--- src/rtl/veggie_pkg.sv ---
// rtl/veggie_pkg.sv - shared types, screen geometry and saturating velocity helpers
package veggie_pkg;

  localparam int WIDTH    = 256;
  localparam int HEIGHT   = 256;
  localparam int SCREEN_W = 1024;
  localparam int SCREEN_H = 768;
  localparam int GRAVITY  = 1;
  localparam int SEP_VX   = 2;

  localparam int POS_W   = 13;
  localparam int VEL_W   = 8;
  localparam int VEL_MAX = 127;
  localparam int HALF_W  = WIDTH / 2;
  localparam int HALF_H  = HEIGHT / 2;

  typedef enum logic [1:0] {
    ST_IDLE   = 2'd0,
    ST_FLYING = 2'd1,
    ST_SPLIT  = 2'd2
  } state_t;

  typedef logic signed [POS_W-1:0] pos_t;
  typedef logic signed [VEL_W-1:0] vel_t;

  // Launch line: sprite centre just below the bottom edge; also the exit line.
  localparam pos_t LAUNCH_Y = pos_t'(SCREEN_H + HALF_H);
  localparam pos_t X_MIN    = pos_t'(-HALF_W);
  localparam pos_t X_LIMIT  = pos_t'(SCREEN_W + HALF_W);
  localparam vel_t SEP_POS  = vel_t'(SEP_VX);
  localparam vel_t SEP_NEG  = vel_t'(-SEP_VX);

  localparam logic signed [VEL_W:0] SUM_HI = (VEL_W+1)'(VEL_MAX);
  localparam logic signed [VEL_W:0] SUM_LO = (VEL_W+1)'(-VEL_MAX);

  // Symmetric saturation keeps velocities inside +/-127.
  function automatic vel_t sat_add(input vel_t a, input vel_t b);
    logic signed [VEL_W:0] sum;
    sum = {a[VEL_W-1], a} + {b[VEL_W-1], b};
    if (sum > SUM_HI) begin
      return vel_t'(VEL_MAX);
    end else if (sum < SUM_LO) begin
      return vel_t'(-VEL_MAX);
    end
    return sum[VEL_W-1:0];
  endfunction

  function automatic pos_t vel_to_pos(input vel_t v);
    return {{(POS_W-VEL_W){v[VEL_W-1]}}, v};
  endfunction

  function automatic logic below_exit(input pos_t y, input vel_t vy);
    return (y > LAUNCH_Y) && (vy > vel_t'(0));
  endfunction

  function automatic logic off_side(input pos_t x);
    return (x < X_MIN) || (x >= X_LIMIT);
  endfunction

endpackage

--- src/rtl/veggie_physics.sv ---
// rtl/veggie_physics.sv - per-frame integrator for one sprite half
module veggie_physics
  import veggie_pkg::*;
(
  input  logic clk,
  input  logic rst_n,
  input  logic load,
  input  pos_t load_x,
  input  pos_t load_y,
  input  vel_t load_vx,
  input  vel_t load_vy,
  input  logic kick,
  input  vel_t kick_dvx,
  input  logic step,
  output pos_t x,
  output pos_t y,
  output pos_t x_nxt,
  output pos_t y_nxt,
  output vel_t vy_nxt
);

  pos_t x_q, x_d, y_q, y_d, y_raw;
  vel_t vx_q, vx_d, vy_q, vy_d;

  // Load on launch; otherwise apply any split kick first, then one frame of motion.
  always_comb begin
    x_d   = x_q;
    y_d   = y_q;
    vx_d  = vx_q;
    vy_d  = vy_q;
    y_raw = y_q;
    if (load) begin
      x_d  = load_x;
      y_d  = load_y;
      vx_d = load_vx;
      vy_d = load_vy;
    end else begin
      if (kick) begin
        vx_d = sat_add(vx_q, kick_dvx);
      end
      if (step) begin
        x_d   = x_q + vel_to_pos(vx_d);
        y_raw = y_q + vel_to_pos(vy_q);
        vy_d  = sat_add(vy_q, vel_t'(GRAVITY));
        if (y_raw[POS_W-1]) begin
          y_d  = '0;
          vy_d = '0;
        end else begin
          y_d = y_raw;
        end
      end
    end
  end

  // Integrator state.
  always_ff @(posedge clk or negedge rst_n) begin
    if (!rst_n) begin
      x_q  <= '0;
      y_q  <= '0;
      vx_q <= '0;
      vy_q <= '0;
    end else begin
      x_q  <= x_d;
      y_q  <= y_d;
      vx_q <= vx_d;
      vy_q <= vy_d;
    end
  end

  assign x      = x_q;
  assign y      = y_q;
  assign x_nxt  = x_d;
  assign y_nxt  = y_d;
  assign vy_nxt = vy_d;

endmodule

--- src/rtl/veggie_slice_ctrl.sv ---
// rtl/veggie_slice_ctrl.sv - per-veggie launch / slice / retire sequencer
module veggie_slice_ctrl
  import veggie_pkg::*;
(
  input  logic        pixel_clk_in,
  input  logic        rst_in,
  input  logic        new_frame_in,
  input  logic        launch_in,
  input  logic [10:0] launch_x_in,
  input  logic [7:0]  launch_vx_in,
  input  logic [7:0]  launch_vy_in,
  input  logic        slice_valid_in,
  input  logic [10:0] slice_x_in,
  input  logic [9:0]  slice_y_in,
  input  logic [10:0] slice_run_in,
  input  logic [9:0]  slice_rise_in,
  output logic [10:0] x_top_out,
  output logic [9:0]  y_top_out,
  output logic [10:0] x_bot_out,
  output logic [9:0]  y_bot_out,
  output logic        whole_out,
  output logic [10:0] run_out,
  output logic [9:0]  rise_out,
  output logic        visible_out,
  output logic        sliced_out,
  output logic        gone_out,
  output logic        busy_out
);

  state_t state_q, state_d;
  logic whole_q, whole_d, visible_q, visible_d, busy_q, busy_d;
  logic sliced_q, sliced_d, gone_q, gone_d;
  logic [10:0] run_q, run_d;
  logic [9:0]  rise_q, rise_d;

  pos_t x_top, y_top, x_bot, y_bot;
  pos_t x_top_nxt, y_top_nxt, x_bot_nxt, y_bot_nxt;
  vel_t vy_top_nxt, vy_bot_nxt;
  logic load, step, hit, split_eff, retire;
  logic signed [POS_W:0] dx, dy, adx, ady;
  logic unused_bot_hi;

  assign load = launch_in && (state_q == ST_IDLE);
  assign step = new_frame_in && (state_q != ST_IDLE);

  // Blade proximity against the pre-update position (halves still coincide while flying).
  always_comb begin
    dx  = {x_top[POS_W-1], x_top} - {3'b000, slice_x_in};
    dy  = {y_top[POS_W-1], y_top} - {4'b0000, slice_y_in};
    adx = dx[POS_W] ? -dx : dx;
    ady = dy[POS_W] ? -dy : dy;
    hit = (state_q == ST_FLYING) && slice_valid_in &&
          (adx < (POS_W+1)'(HALF_W)) && (ady < (POS_W+1)'(HALF_H));
  end

  // Retire on the post-update position; a same-cycle hit already counts as split.
  always_comb begin
    split_eff = (state_q == ST_SPLIT) || hit;
    retire    = (below_exit(y_top_nxt, vy_top_nxt) && below_exit(y_bot_nxt, vy_bot_nxt)) ||
                (split_eff && off_side(x_top_nxt) && off_side(x_bot_nxt));
  end

  // Lifecycle next-state and output values.
  always_comb begin
    state_d   = state_q;
    whole_d   = whole_q;
    run_d     = run_q;
    rise_d    = rise_q;
    visible_d = visible_q;
    busy_d    = busy_q;
    sliced_d  = 1'b0;
    gone_d    = 1'b0;
    case (state_q)
      ST_IDLE: begin
        if (load) begin
          state_d   = ST_FLYING;
          whole_d   = 1'b1;
          visible_d = 1'b1;
          busy_d    = 1'b1;
        end
      end
      ST_FLYING: begin
        if (hit) begin
          state_d  = ST_SPLIT;
          whole_d  = 1'b0;
          run_d    = (slice_run_in == 11'd0) ? 11'd1 : slice_run_in;
          rise_d   = slice_rise_in;
          sliced_d = 1'b1;
        end
      end
      default: begin
      end
    endcase
    if (step && retire) begin
      state_d   = ST_IDLE;
      visible_d = 1'b0;
      busy_d    = 1'b0;
      gone_d    = 1'b1;
    end
  end

  // Lifecycle state and registered control outputs.
  always_ff @(posedge pixel_clk_in or negedge rst_in) begin
    if (!rst_in) begin
      state_q   <= ST_IDLE;
      whole_q   <= 1'b1;
      run_q     <= 11'd1;
      rise_q    <= 10'd0;
      visible_q <= 1'b0;
      busy_q    <= 1'b0;
      sliced_q  <= 1'b0;
      gone_q    <= 1'b0;
    end else begin
      state_q   <= state_d;
      whole_q   <= whole_d;
      run_q     <= run_d;
      rise_q    <= rise_d;
      visible_q <= visible_d;
      busy_q    <= busy_d;
      sliced_q  <= sliced_d;
      gone_q    <= gone_d;
    end
  end

  veggie_physics u_top (
    .clk      (pixel_clk_in),
    .rst_n    (rst_in),
    .load     (load),
    .load_x   ({2'b00, launch_x_in}),
    .load_y   (LAUNCH_Y),
    .load_vx  (launch_vx_in),
    .load_vy  (launch_vy_in),
    .kick     (hit),
    .kick_dvx (SEP_NEG),
    .step     (step),
    .x        (x_top),
    .y        (y_top),
    .x_nxt    (x_top_nxt),
    .y_nxt    (y_top_nxt),
    .vy_nxt   (vy_top_nxt)
  );

  veggie_physics u_bot (
    .clk      (pixel_clk_in),
    .rst_n    (rst_in),
    .load     (load),
    .load_x   ({2'b00, launch_x_in}),
    .load_y   (LAUNCH_Y),
    .load_vx  (launch_vx_in),
    .load_vy  (launch_vy_in),
    .kick     (hit),
    .kick_dvx (SEP_POS),
    .step     (step),
    .x        (x_bot),
    .y        (y_bot),
    .x_nxt    (x_bot_nxt),
    .y_nxt    (y_bot_nxt),
    .vy_nxt   (vy_bot_nxt)
  );

  // Bottom-half high position bits only matter internally for the retire test.
  assign unused_bot_hi = ^{x_bot[POS_W-1:11], y_bot[POS_W-1:10]};

  assign x_top_out   = x_top[10:0];
  assign y_top_out   = y_top[9:0];
  assign x_bot_out   = x_bot[10:0];
  assign y_bot_out   = y_bot[9:0];
  assign whole_out   = whole_q;
  assign run_out     = run_q;
  assign rise_out    = rise_q;
  assign visible_out = visible_q;
  assign sliced_out  = sliced_q;
  assign gone_out    = gone_q;
  assign busy_out    = busy_q;

endmodule
--- config.mk ---
export PLATFORM = sky130hd
export DESIGN_NAME = veggie_slice_ctrl
export DESIGN_NICKNAME = d
export VERILOG_FILES = /design/src/rtl/veggie_pkg.sv /design/src/rtl/veggie_physics.sv /design/src/rtl/veggie_slice_ctrl.sv
export SDC_FILE = /design/constraint.sdc
export NUM_CORES = 1
export LEC_CHECK = 0
export ABC_CLOCK_PERIOD_IN_PS = 8300
export BUFFER_PORTS_ARGS = -buffer_cell sky130_fd_sc_hd__clkbuf_2
export CAP_MARGIN = 25
export CORE_MARGIN = 10
export CORE_UTILIZATION = 59
export DETAILED_ROUTE_END_ITERATION = 16
export GPL_TIMING_DRIVEN = 0
export PLACE_DENSITY_LB_ADDON = 0.05
export SYNTH_ARGS = -nofsm -noshare
export SYNTH_HDL_FRONTEND = slang
export SYNTH_SLANG_ARGS = --single-unit
--- constraint.sdc ---
create_clock -name pixel_clk_in -period 8.3 [get_ports pixel_clk_in]
set_input_delay 0.83 -clock pixel_clk_in [delete_from_list [all_inputs] [get_ports pixel_clk_in]]
set_output_delay 0.83 -clock pixel_clk_in [all_outputs]
set_load 0.005 [all_outputs]
==> impl_metrics.py, run 1 <==
metrics = {
    "worst_setup_path": {
        "timing_worst_setup_path_type": "in -> reg",
        "cp-start-kind": "primary input",
        "worstPathRequired_ns": 8.55,
        "reg2reg_slack_ns": 1.12,
        "arrival_ns": 7.46,
        "r2r-end": "gone_out",
        "critPathMaxFanout": 10,
        "end_kind": "register",
        "r2r_cells": 28,
        "r2r-start": "u_top.x[0]",
    },
    "drt": {
        "drcViolationCount": 0,
        "vias": 9654,
        "routed_wl_um": 28400,
        "postRouteAntennaNets": 0,
        "drt_iter0_drc": 997,
        "first_pass_iters": 7,
        "wl_per_cell_um": 17.9,
        "via_per_inst": 6.09,
    },
    "power_and_ir_drop": {
        "vdd_drop_max_uv": 160,
        "p_per_area_nw_per_um2": 405,
        "p_leak_nw": 5.41,
        "total_power_mw": 4.50,
    },
    "clocking": {
        "ctsResizeCount": 0,
        "clk-insertion-delay-late_ns": 0.36,
        "cts_max_path_buffers": 2,
        "cts.sinks": 111,
        "cts_tree": "done",
        "postCtsHoldBufs": 0,
        "htree_levels": 3,
        "cts_root_buf": "clkbuf_16",
        "cts_inserted_buffers": 9,
        "cts_setup_buffers": 0,
        "clk_pin_slew_ns": 0.08,
    },
    "yosys": {
        "synthTopCellsByArea": "dfrtp_1 28%, ha_1 10%, nand2_1 5.6%",
        "yosysSeqAreaShare_pct": 28.4,
        "synthCells": 1208,
        "syn_nets": 1366,
        "avgSynthCellArea_sq_um": 8.10,
        "synth_edf_count": 0,
        "synth_common_cells": "145 x nand2_1, 109 x dfrtp_1, 103 x nor2_1, 87 x a21oi_1",
        "synth_most_common_cell": "nand2_1",
        "async_reset_ff_share_pct": 100,
        "ys_types": 84,
        "synth_ff_type": "dfrtp_1",
        "syn-cell-area_sq_um": 9790,
        "yosys_register_bits": 111,
        "yosysWarnings": 0,
        "synth_top_area_cell": "dfrtp_1",
        "netlist.area_leader.share_pct": 27.9,
    },
    "status": {
        "status": "finished clean",
    },
    "sta": {
        "final.min_clock_period_ns": 7.21,
        "finalSetupViolations": 0,
        "fmax_mhz": 139,
        "hold_viol": 0,
        "worst_slack_ns": 1.09,
        "tightest_slew_ns": 0.908,
        "slew_headroom_pct": 39.4,
        "rsz0062_at_grt": "false",
        "post-route-period-util_pct": 86.8,
        "drv_slew": 0,
        "setup-tns-final_ns": 0,
        "fin_skew_ns": 0.00996,
    },
    "hold_path": {
        "hold_class": "reg -> reg",
        "hold_end": "whole_out",
        "min_path_cells": 2,
        "min_from": "whole_out",
    },
    "placed_design": {
        "dp_slack_ns": 0.835,
        "io_buffers": 141,
        "gp_congestion": 0.924,
        "post-dp-hpwl_um": 21700,
    },
    "floorplan": {
        "core_area_sq_um": 16400,
        "start_util_pct": 59.7,
        "die_x_um": 149,
        "rows": 47,
        "die_area_sq_um": 22100,
        "io_pins": 142,
        "die_h_um": 149,
    },
    "global_route": {
        "grt_usage_pct": 25.0,
        "grt_antenna_before_repair": 0,
        "grt_pass1_wl_um": 45900,
        "first_global_vias": 9112,
        "grt_max_degree": 112,
        "grt_overflow_total": 0,
    },
    "final_layout": {
        "drive_above_1_share_pct": 17.0,
        "area_growth_pct": 13.3,
        "n_antenna_cell": 0,
        "final_nets": 1518,
        "final_util_pct": 67.6,
    },
    "flow_run": {
        "cap_violations": 0,
    },
}
==> where the power goes <==
group / switching (mW) / total [mW] / internal, mW
Sequential: 0.275 / 1.03 / 0.759
Combinational: 1.68 / 3.00 / 1.31
Clock: 0.225 / 0.467 / 0.242
==> metrics by stage <==
step	instance area, sq um	hold slack (ns)	cells
6_report	11100	0.465	1585
5_1_grt	11100	0.488	1585
3_5_place_dp	10800	0.451	1569
4_1_cts	11100	0.466	1585
3_3_place_gp	10800	0.446	1569
2_1_floorplan	9790	0.448	1208
==> registers in the layout, summed over array words and instances, names as in the netlist <==
name	cells
busy_out	1
run_out	11
u_top.y	13
u_bot.vx_q	8
u_bot.x	13
state_q	2
u_bot.vy_q	8
whole_out	1
u_bot.y	13
sliced_out	1
u_top.vy_q	8
rise_out	10
u_top.x	13
gone_out	1
u_top.vx_q	8
==> how the worst max path moves through the flow <==
| stage | startpoint | end | slack (ns) | depth (start not counted) |
|---|---|---|---|---|
| after floorplan | slice_x_in[0] | gone_out | 1.84 | 27 |
| after global placement | slice_x_in[0] | gone_out | 0.90 | 28 |
| after detailed placement | slice_x_in[0] | gone_out | 0.84 | 28 |
| after CTS | slice_x_in[0] | gone_out | 1.18 | 28 |
| after global routing | u_top.y[0] | state_q[1] | 0.72 | 30 |
| final | slice_x_in[0] | gone_out | 1.09 | 28 |
==> cell type report <==
| type | count | area (sq um) |
|---|---|---|
| Tap cell | 220 | 275 |
| Inverter | 69 | 259 |
| Multi-Input combinational cell | 939 | 6250 |
| Clock inverter | 7 | 87.6 |
| Fill cell | 1390 | 5320 |
| Sequential cell | 111 | 2780 |
| Clock buffer | 9 | 225 |
| Timing Repair Buffer | 141 | 714 |
| Buffer | 89 | 497 |
==> kinds of logic (layout without fill, tap and decap cells) <==
family,Yosys count,after routing,share of synthesized area (%)
muxes,15,15,1.76
AOI/OAI and AO/OA,369,369,26.1
DFF,111,111,28.4
buffers and inverters,158,315,7.72
xor gates and xnor gates,51,51,4.70
adders and majority gates,84,84,11.2
and+or+nand+nor,420,420,20.1
==> worst max-delay path, cell delays in order <==
cell       delay [ns]
clkbuf_2         0.08
ha_1             0.15
inv_1            0.05
fa_1             0.41
a211oi_1         0.42
nor2b_1          0.09
mux4_2           0.48
o2111ai_1        0.19
nand2b_1         0.13
or3_4            0.35
a22oi_4          0.20
nand2_4          0.16
buf_1            0.31
a21oi_1          0.36
inv_1            0.08
ha_1             0.27
a21o_1           0.18
a21o_1           0.21
a2111o_1         0.44
a41o_1           0.28
a2111oi_0        0.53
o211ai_1         0.18
nand3_1          0.23
nand4_1          0.17
nor3_1           0.16
mux2i_1          0.09
a21boi_2         0.18
a21bo_1          0.22
==> placed cells by master (no fill, tap or decap), drive strengths merged, types with 34 or more instances in the layout <==
| cell type | count |
|---|---|
| dfrtp | 109 |
| ha | 78 |
| inv | 72 |
| o21ai | 84 |
| nand3 | 34 |
| a21oi | 87 |
| buf | 54 |
| nor2 | 103 |
| nand2 | 146 |
| clkbuf | 185 |
==> layer usage <==
metal	vias to the layer above	wire length, um	GRT usage, %
met4	0	676	8.00
met3	54	2470	5.73
met5	-	0	0
met2	404	12600	38.9
li1	4679	-	-
met1	4517	12600	33.9
(Power assumes the default switching activity.)
==> run 2, diff against run 1 <==
RECOVER_POWER = 50   (was unset)
==> impl_metrics.py, run 2 (synthesis gave the netlist of run 1 again) <==
metrics = {
    "final_layout": {
        "final_area_sq_um": 11100,
        "layout_commonest_cell": "nand2_1",
        "drive_above_1_share_pct": 15.1,
        "area_growth_pct": 12.9,
        "n_antenna_cell": 0,
        "multi_input_area_sq_um": 6250,
        "final_nets": 1518,
        "nFillCells": 1411,
        "regArea_sq_um": 2780,
        "final_cell_mix": "145 x nand2_1, 115 x clkbuf_2, 109 x dfrtp_1, 103 x nor2_1, 87 x a21oi_1",
    },
    "sta": {
        "rsz0062_at_grt": "false",
        "worst_slack_ns": 1.08,
        "tightest_slew_ns": 6.01,
        "finalSetupViolations": 0,
        "setup-tns-final_ns": 0,
        "hold_viol": 0,
        "final.min_clock_period_ns": 7.22,
        "drv_slew": 112,
        "fmax_mhz": 139,
        "slew_headroom_pct": -301,
        "post-route-period-util_pct": 87.0,
        "fin_skew_ns": 0.0114,
    },
    "drt": {
        "via_per_inst": 6.09,
        "drt_iter0_drc": 1096,
        "routed_wl_um": 28300,
        "postRouteAntennaNets": 0,
        "wl_per_cell_um": 17.9,
        "first_pass_iters": 5,
        "vias": 9652,
        "drcViolationCount": 0,
    },
    "status": {
        "status": "finished, violations left",
        "violations": "max-capacitance violations, max-slew violations",
    },
    "global_route": {
        "grt_antenna_before_repair": 0,
        "grt_usage_pct": 25.0,
        "grt_max_degree": 112,
        "grt_overflow_total": 0,
        "grt_pass1_wl_um": 45900,
        "first_global_vias": 9112,
    },
    "placed_design": {
        "io_buffers": 141,
        "gp_congestion": 0.924,
        "dp_slack_ns": 0.835,
        "placed_cell_area_sq_um": 10800,
        "post-dp-hpwl_um": 21700,
    },
    "clocking": {
        "cts_inserted_buffers": 9,
        "cts_max_path_buffers": 2,
        "postCtsHoldBufs": 0,
        "cts_root_buf": "clkbuf_16",
        "cts_setup_buffers": 0,
        "cts_tree": "done",
        "htree_levels": 3,
        "cts.sinks": 111,
        "ctsResizeCount": 0,
        "clk_pin_slew_ns": 0.08,
        "clk-insertion-delay-late_ns": 0.36,
    },
    "hold_path": {
        "hold_end": "whole_out",
        "hold_class": "reg -> reg",
        "min_path_cells": 2,
        "min_from": "whole_out",
    },
    "worst_setup_path": {
        "timing_worst_setup_path_type": "in -> reg",
        "r2r_cells": 28,
        "critPathMaxFanout": 10,
        "cp-start-kind": "primary input",
        "reg2reg_slack_ns": 1.11,
        "r2r-end": "gone_out",
        "arrival_ns": 7.46,
        "r2r-start": "u_top.x[0]",
        "worstPathRequired_ns": 8.54,
        "end_kind": "register",
    },
    "floorplan": {
        "die_area_sq_um": 22100,
        "start_util_pct": 59.7,
        "rows": 47,
        "core_area_sq_um": 16400,
        "die_x_um": 149,
        "io_pins": 142,
        "die_h_um": 149,
    },
    "power_and_ir_drop": {
        "total_power_mw": 4.49,
        "p_per_area_nw_per_um2": 406,
        "p_leak_nw": 5.32,
        "vdd_drop_max_uv": 160,
    },
    "flow_run": {
        "cap_violations": 1,
    },
}
==> run 2: changes by cell type in the layout (fill, tap and decap cells not counted), sizes merged <==
cell,delta
buf,-6
clkbuf,+6
==> run 2: worst max-delay path: stages <==
cell and delay [ns]:
clkbuf_2 0.08, ha_1 0.15, inv_1 0.05, fa_1 0.41, a211oi_1 0.41, nor2b_1 0.09
mux4_2 0.48, o2111ai_1 0.19, nand2b_1 0.12, or3_4 0.35, a22oi_4 0.20, nand2_4 0.16
buf_1 0.31, a21oi_1 0.36, inv_1 0.08, ha_1 0.27, a21o_1 0.18, a21o_1 0.21
a2111o_1 0.44, a41o_1 0.28, a2111oi_0 0.54, o211ai_1 0.19, nand3_1 0.23, nand4_1 0.17
nor3_1 0.16, mux2i_1 0.09, a21boi_2 0.18, a21bo_1 0.23
==> run 2: layout make-up <==
class	instances	area share, %
multi-input combinational	939	56.6
sequential	111	25.2
timing repair buffer	141	6.09
buffer	89	4.50
tap	220	2.49
inverter	69	2.34
clock buffer	9	2.04
clock inverter	7	0.793
==> run 2: report_power, final <==
| group | internal, mW | switching (mW) |
|---|---|---|
| clock | 0.242 | 0.225 |
| combinational | 1.30 | 1.69 |
| sequential | 0.759 | 0.274 |
| total | 2.31 | 2.18 |
==> run 2: metal layers <==
| layer | global-route usage, % | vias up | share of wire [%] |
|---|---|---|---|
| met3 | 5.73 | 53 | 8.2 |
| met4 | 8.00 | 0 | 2.3 |
| met5 | 0 | - | 0 |
| met1 | 33.9 | 4539 | 45 |
| li1 | - | 4682 | - |
| met2 | 38.9 | 378 | 45 |
==> run 2: worst max path at each step <==
stage	startpoint	to	cells after the start
floorplan	slice_x_in[0]	gone_out	27
global placement	slice_x_in[0]	gone_out	28
detailed placement	slice_x_in[0]	gone_out	28
CTS	slice_x_in[0]	gone_out	28
global route	u_top.y[0]	state_q[1]	30
finish	slice_x_in[0]	gone_out	28
==> run 2: per-stage QoR <==
step                      util (%)  cells  hold slack [ns]
after global routing          67.4   1585            0.489
after CTS                     67.6   1585            0.466
final                         67.4   1585            0.465
after detailed placement      65.7   1569            0.451
after global placement        65.6   1569            0.446
after floorplan                  -   1208            0.448
==> run 3, diff against run 2 <==
ABC_AREA = 1   (was unset)
CORE_UTILIZATION = 50   (was 59)
==> impl_metrics.py, run 3 <==
metrics = {
    "yosys": {
        "netlist.area_leader.share_pct": 28.0,
        "synth-compound-area-share_pct": 14.3,
        "synth_most_common_cell": "nand2_1",
        "async_reset_ff_share_pct": 100,
        "syn_nets": 1584,
        "synthTopCellsByArea": "dfrtp_1 28%, nand2_1 15%, ha_1 10%",
        "synth_xor_area_share_pct": 3.76,
        "synth_top_area_cell": "dfrtp_1",
        "avgSynthCellArea_sq_um": 6.83,
        "synth-simple-area-share_pct": 29.8,
        "synth_top_family_by_area": "simple AND/OR/NAND/NOR gates",
        "syn-cell-area_sq_um": 9740,
        "synth_fa_ha_area_share_pct": 11.3,
        "synth_common_cells": "384 x nand2_1, 197 x inv_1, 109 x dfrtp_1, 107 x nand3_1, 103 x nor2_1",
        "synth_edf_count": 0,
        "ys_types": 48,
        "muxShareOfSynthArea_pct": 0,
        "yosysWarnings": 0,
        "yosys_register_bits": 111,
        "synthCells": 1426,
        "synth_ff_type": "dfrtp_1",
        "yosysSeqAreaShare_pct": 28.5,
    },
    "clocking": {
        "clk-insertion-delay-late_ns": 0.37,
        "postCtsHoldBufs": 0,
        "cts_max_path_buffers": 2,
        "ctsResizeCount": 0,
        "cts.sinks": 111,
        "cts_setup_buffers": 0,
        "cts_inserted_buffers": 9,
        "clk_pin_slew_ns": 0.08,
        "htree_levels": 3,
        "cts_tree": "done",
        "cts_root_buf": "clkbuf_16",
    },
    "flow_run": {
        "cap_violations": 1,
    },
    "worst_setup_path": {
        "r2r_cells": 44,
        "path_depth": 2,
        "end_kind": "asynchronous set/reset pin",
        "timing_worst_setup_path_type": "in -> async",
        "cp-start-kind": "primary input",
        "worstPathRequired_ns": 7.31,
        "slowest_stage": "clkbuf_1",
        "max_stage_delay_ns": 4.18,
        "arrival_ns": 5.20,
        "critPathTopFamily": "buffers and inverters",
        "critPathMaxFanout": 111,
        "critPathBufInv": 2,
        "worstPathCellList": "clkbuf_8 > clkbuf_1",
    },
    "drt": {
        "drt_iter0_drc": 508,
        "first_pass_iters": 5,
        "drcViolationCount": 0,
        "wl_per_cell_um": 14.9,
        "postRouteAntennaNets": 0,
        "routed_wl_um": 27500,
        "vias": 9593,
        "via_per_inst": 5.20,
    },
    "global_route": {
        "grt_usage_pct": 21.2,
        "first_global_vias": 9255,
        "grt_pass1_wl_um": 45100,
        "grt_antenna_before_repair": 1,
        "grt_max_degree": 112,
        "grt_overflow_total": 0,
    },
    "final_layout": {
        "multi_input_area_sq_um": 5760,
        "regArea_sq_um": 2780,
        "n_antenna_cell": 0,
        "drive_above_1_share_pct": 13.6,
        "nFillCells": 1932,
        "final_nets": 1737,
        "layout_commonest_cell": "nand2_1",
        "final_cell_mix": "384 x nand2_1, 197 x inv_1, 112 x clkbuf_2, 109 x dfrtp_1, 107 x nand3_1",
        "area_growth_pct": 13.6,
    },
    "placed_design": {
        "gp_congestion": 0.926,
        "io_buffers": 141,
        "post-dp-hpwl_um": 21800,
    },
    "sta": {
        "drv_slew": 112,
        "final.min_clock_period_ns": 6.19,
        "fin_skew_ns": 0.0123,
        "holdWs_ns": 0.471,
        "setup-tns-final_ns": 0,
        "fmax_mhz": 162,
        "hold_viol": 0,
        "post-route-period-util_pct": 74.6,
        "slew_headroom_pct": -303,
        "rsz0062_at_grt": "false",
        "tightest_slew_ns": 6.05,
        "finalSetupViolations": 0,
    },
    "status": {
        "violations": "max-capacitance violations, max-slew violations",
        "status": "finished, violations left",
    },
    "power_and_ir_drop": {
        "p_leak_nw": 6.07,
        "vdd_drop_max_uv": 159,
        "p_per_area_nw_per_um2": 429,
    },
    "floorplan": {
        "die_h_um": 160,
        "die_x_um": 160,
        "start_util_pct": 51.4,
        "die_area_sq_um": 25500,
        "rows": 50,
        "io_pins": 142,
        "core_area_sq_um": 19000,
    },
    "hold_path": {
        "hold_class": "reg -> reg",
        "min_path_cells": 2,
    },
}
## run 3: final cells by class
class                      instances  area share, %
multi-input combinational       1043           52.1
sequential                       111           25.1
inverter                         200           6.79
timing repair buffer             142           6.18
buffer                            72           4.04
tap                              260           2.94
clock buffer                       9           2.04
clock inverter                     7          0.803
## run 3: routing by layer
layer | share of wire (%) | up-vias | global-route usage [%]
met5 | 0.047 | - | 0
met3 | 6.9 | 23 | 4.34
met4 | 1.2 | 2 | 5.52
li1 | - | 4980 | -
met1 | 47 | 4344 | 27.8
met2 | 45 | 244 | 34.6
## run 3: worst min-delay path, stage by stage, from the launching register on
cell and delay [ns]:
dfrtp_1 0.34, nand2_1 0.05, nand2_1 0.05
## run 3: worst paths after layout
path,to,slack (ns),startpoint
worst max-delay path,u_top.x[11],2.11,rst_in
worst min-delay path,rise_out[7],0.47,rise_out[7]
worst max register to register,gone_out,2.21,u_top.y[0]
worst min register to register,rise_out[7],0.47,rise_out[7]
max in group pixel_clk_in,gone_out,2.20,slice_y_in[0]
min in group asynchronous,u_bot.y[2],2.82,rst_in
## run 3: through the flow
stage | total power [mW] | setup WS [ns] | area (sq um) | utilization [%] | cells
2_1_floorplan | 3.42 | 3.03 | 9740 | - | 1426
3_3_place_gp | 4.21 | 1.92 | 10800 | 56.8 | 1827
3_5_place_dp | 4.26 | 1.92 | 10800 | 57.0 | 1828
4_1_cts | 4.76 | 2.26 | 11100 | 58.7 | 1844
5_1_grt | 5.29 | 0.850 | 11100 | 58.3 | 1844
6_report | 4.74 | 2.11 | 11100 | 58.3 | 1844
## run 3: kinds of logic (layout without fill, tap and decap cells)
kind of cell             count (synthesis)  in the layout
adder cells (fa/ha/maj)                 84             84
AO/OA/AOI/OAI                          237            237
buffers and inverters                  272            430
XOR/XNOR                                41             41
AND/OR/NAND/NOR                        681            681
flip-flops                             111            111
## run 3: power by group
group	internal (mW)	switching (mW)	leakage, nW
Combinational	1.25	1.97	4.53
Clock	0.243	0.235	0.155
Sequential	0.790	0.263	1.39
Total	2.28	2.46	6.07
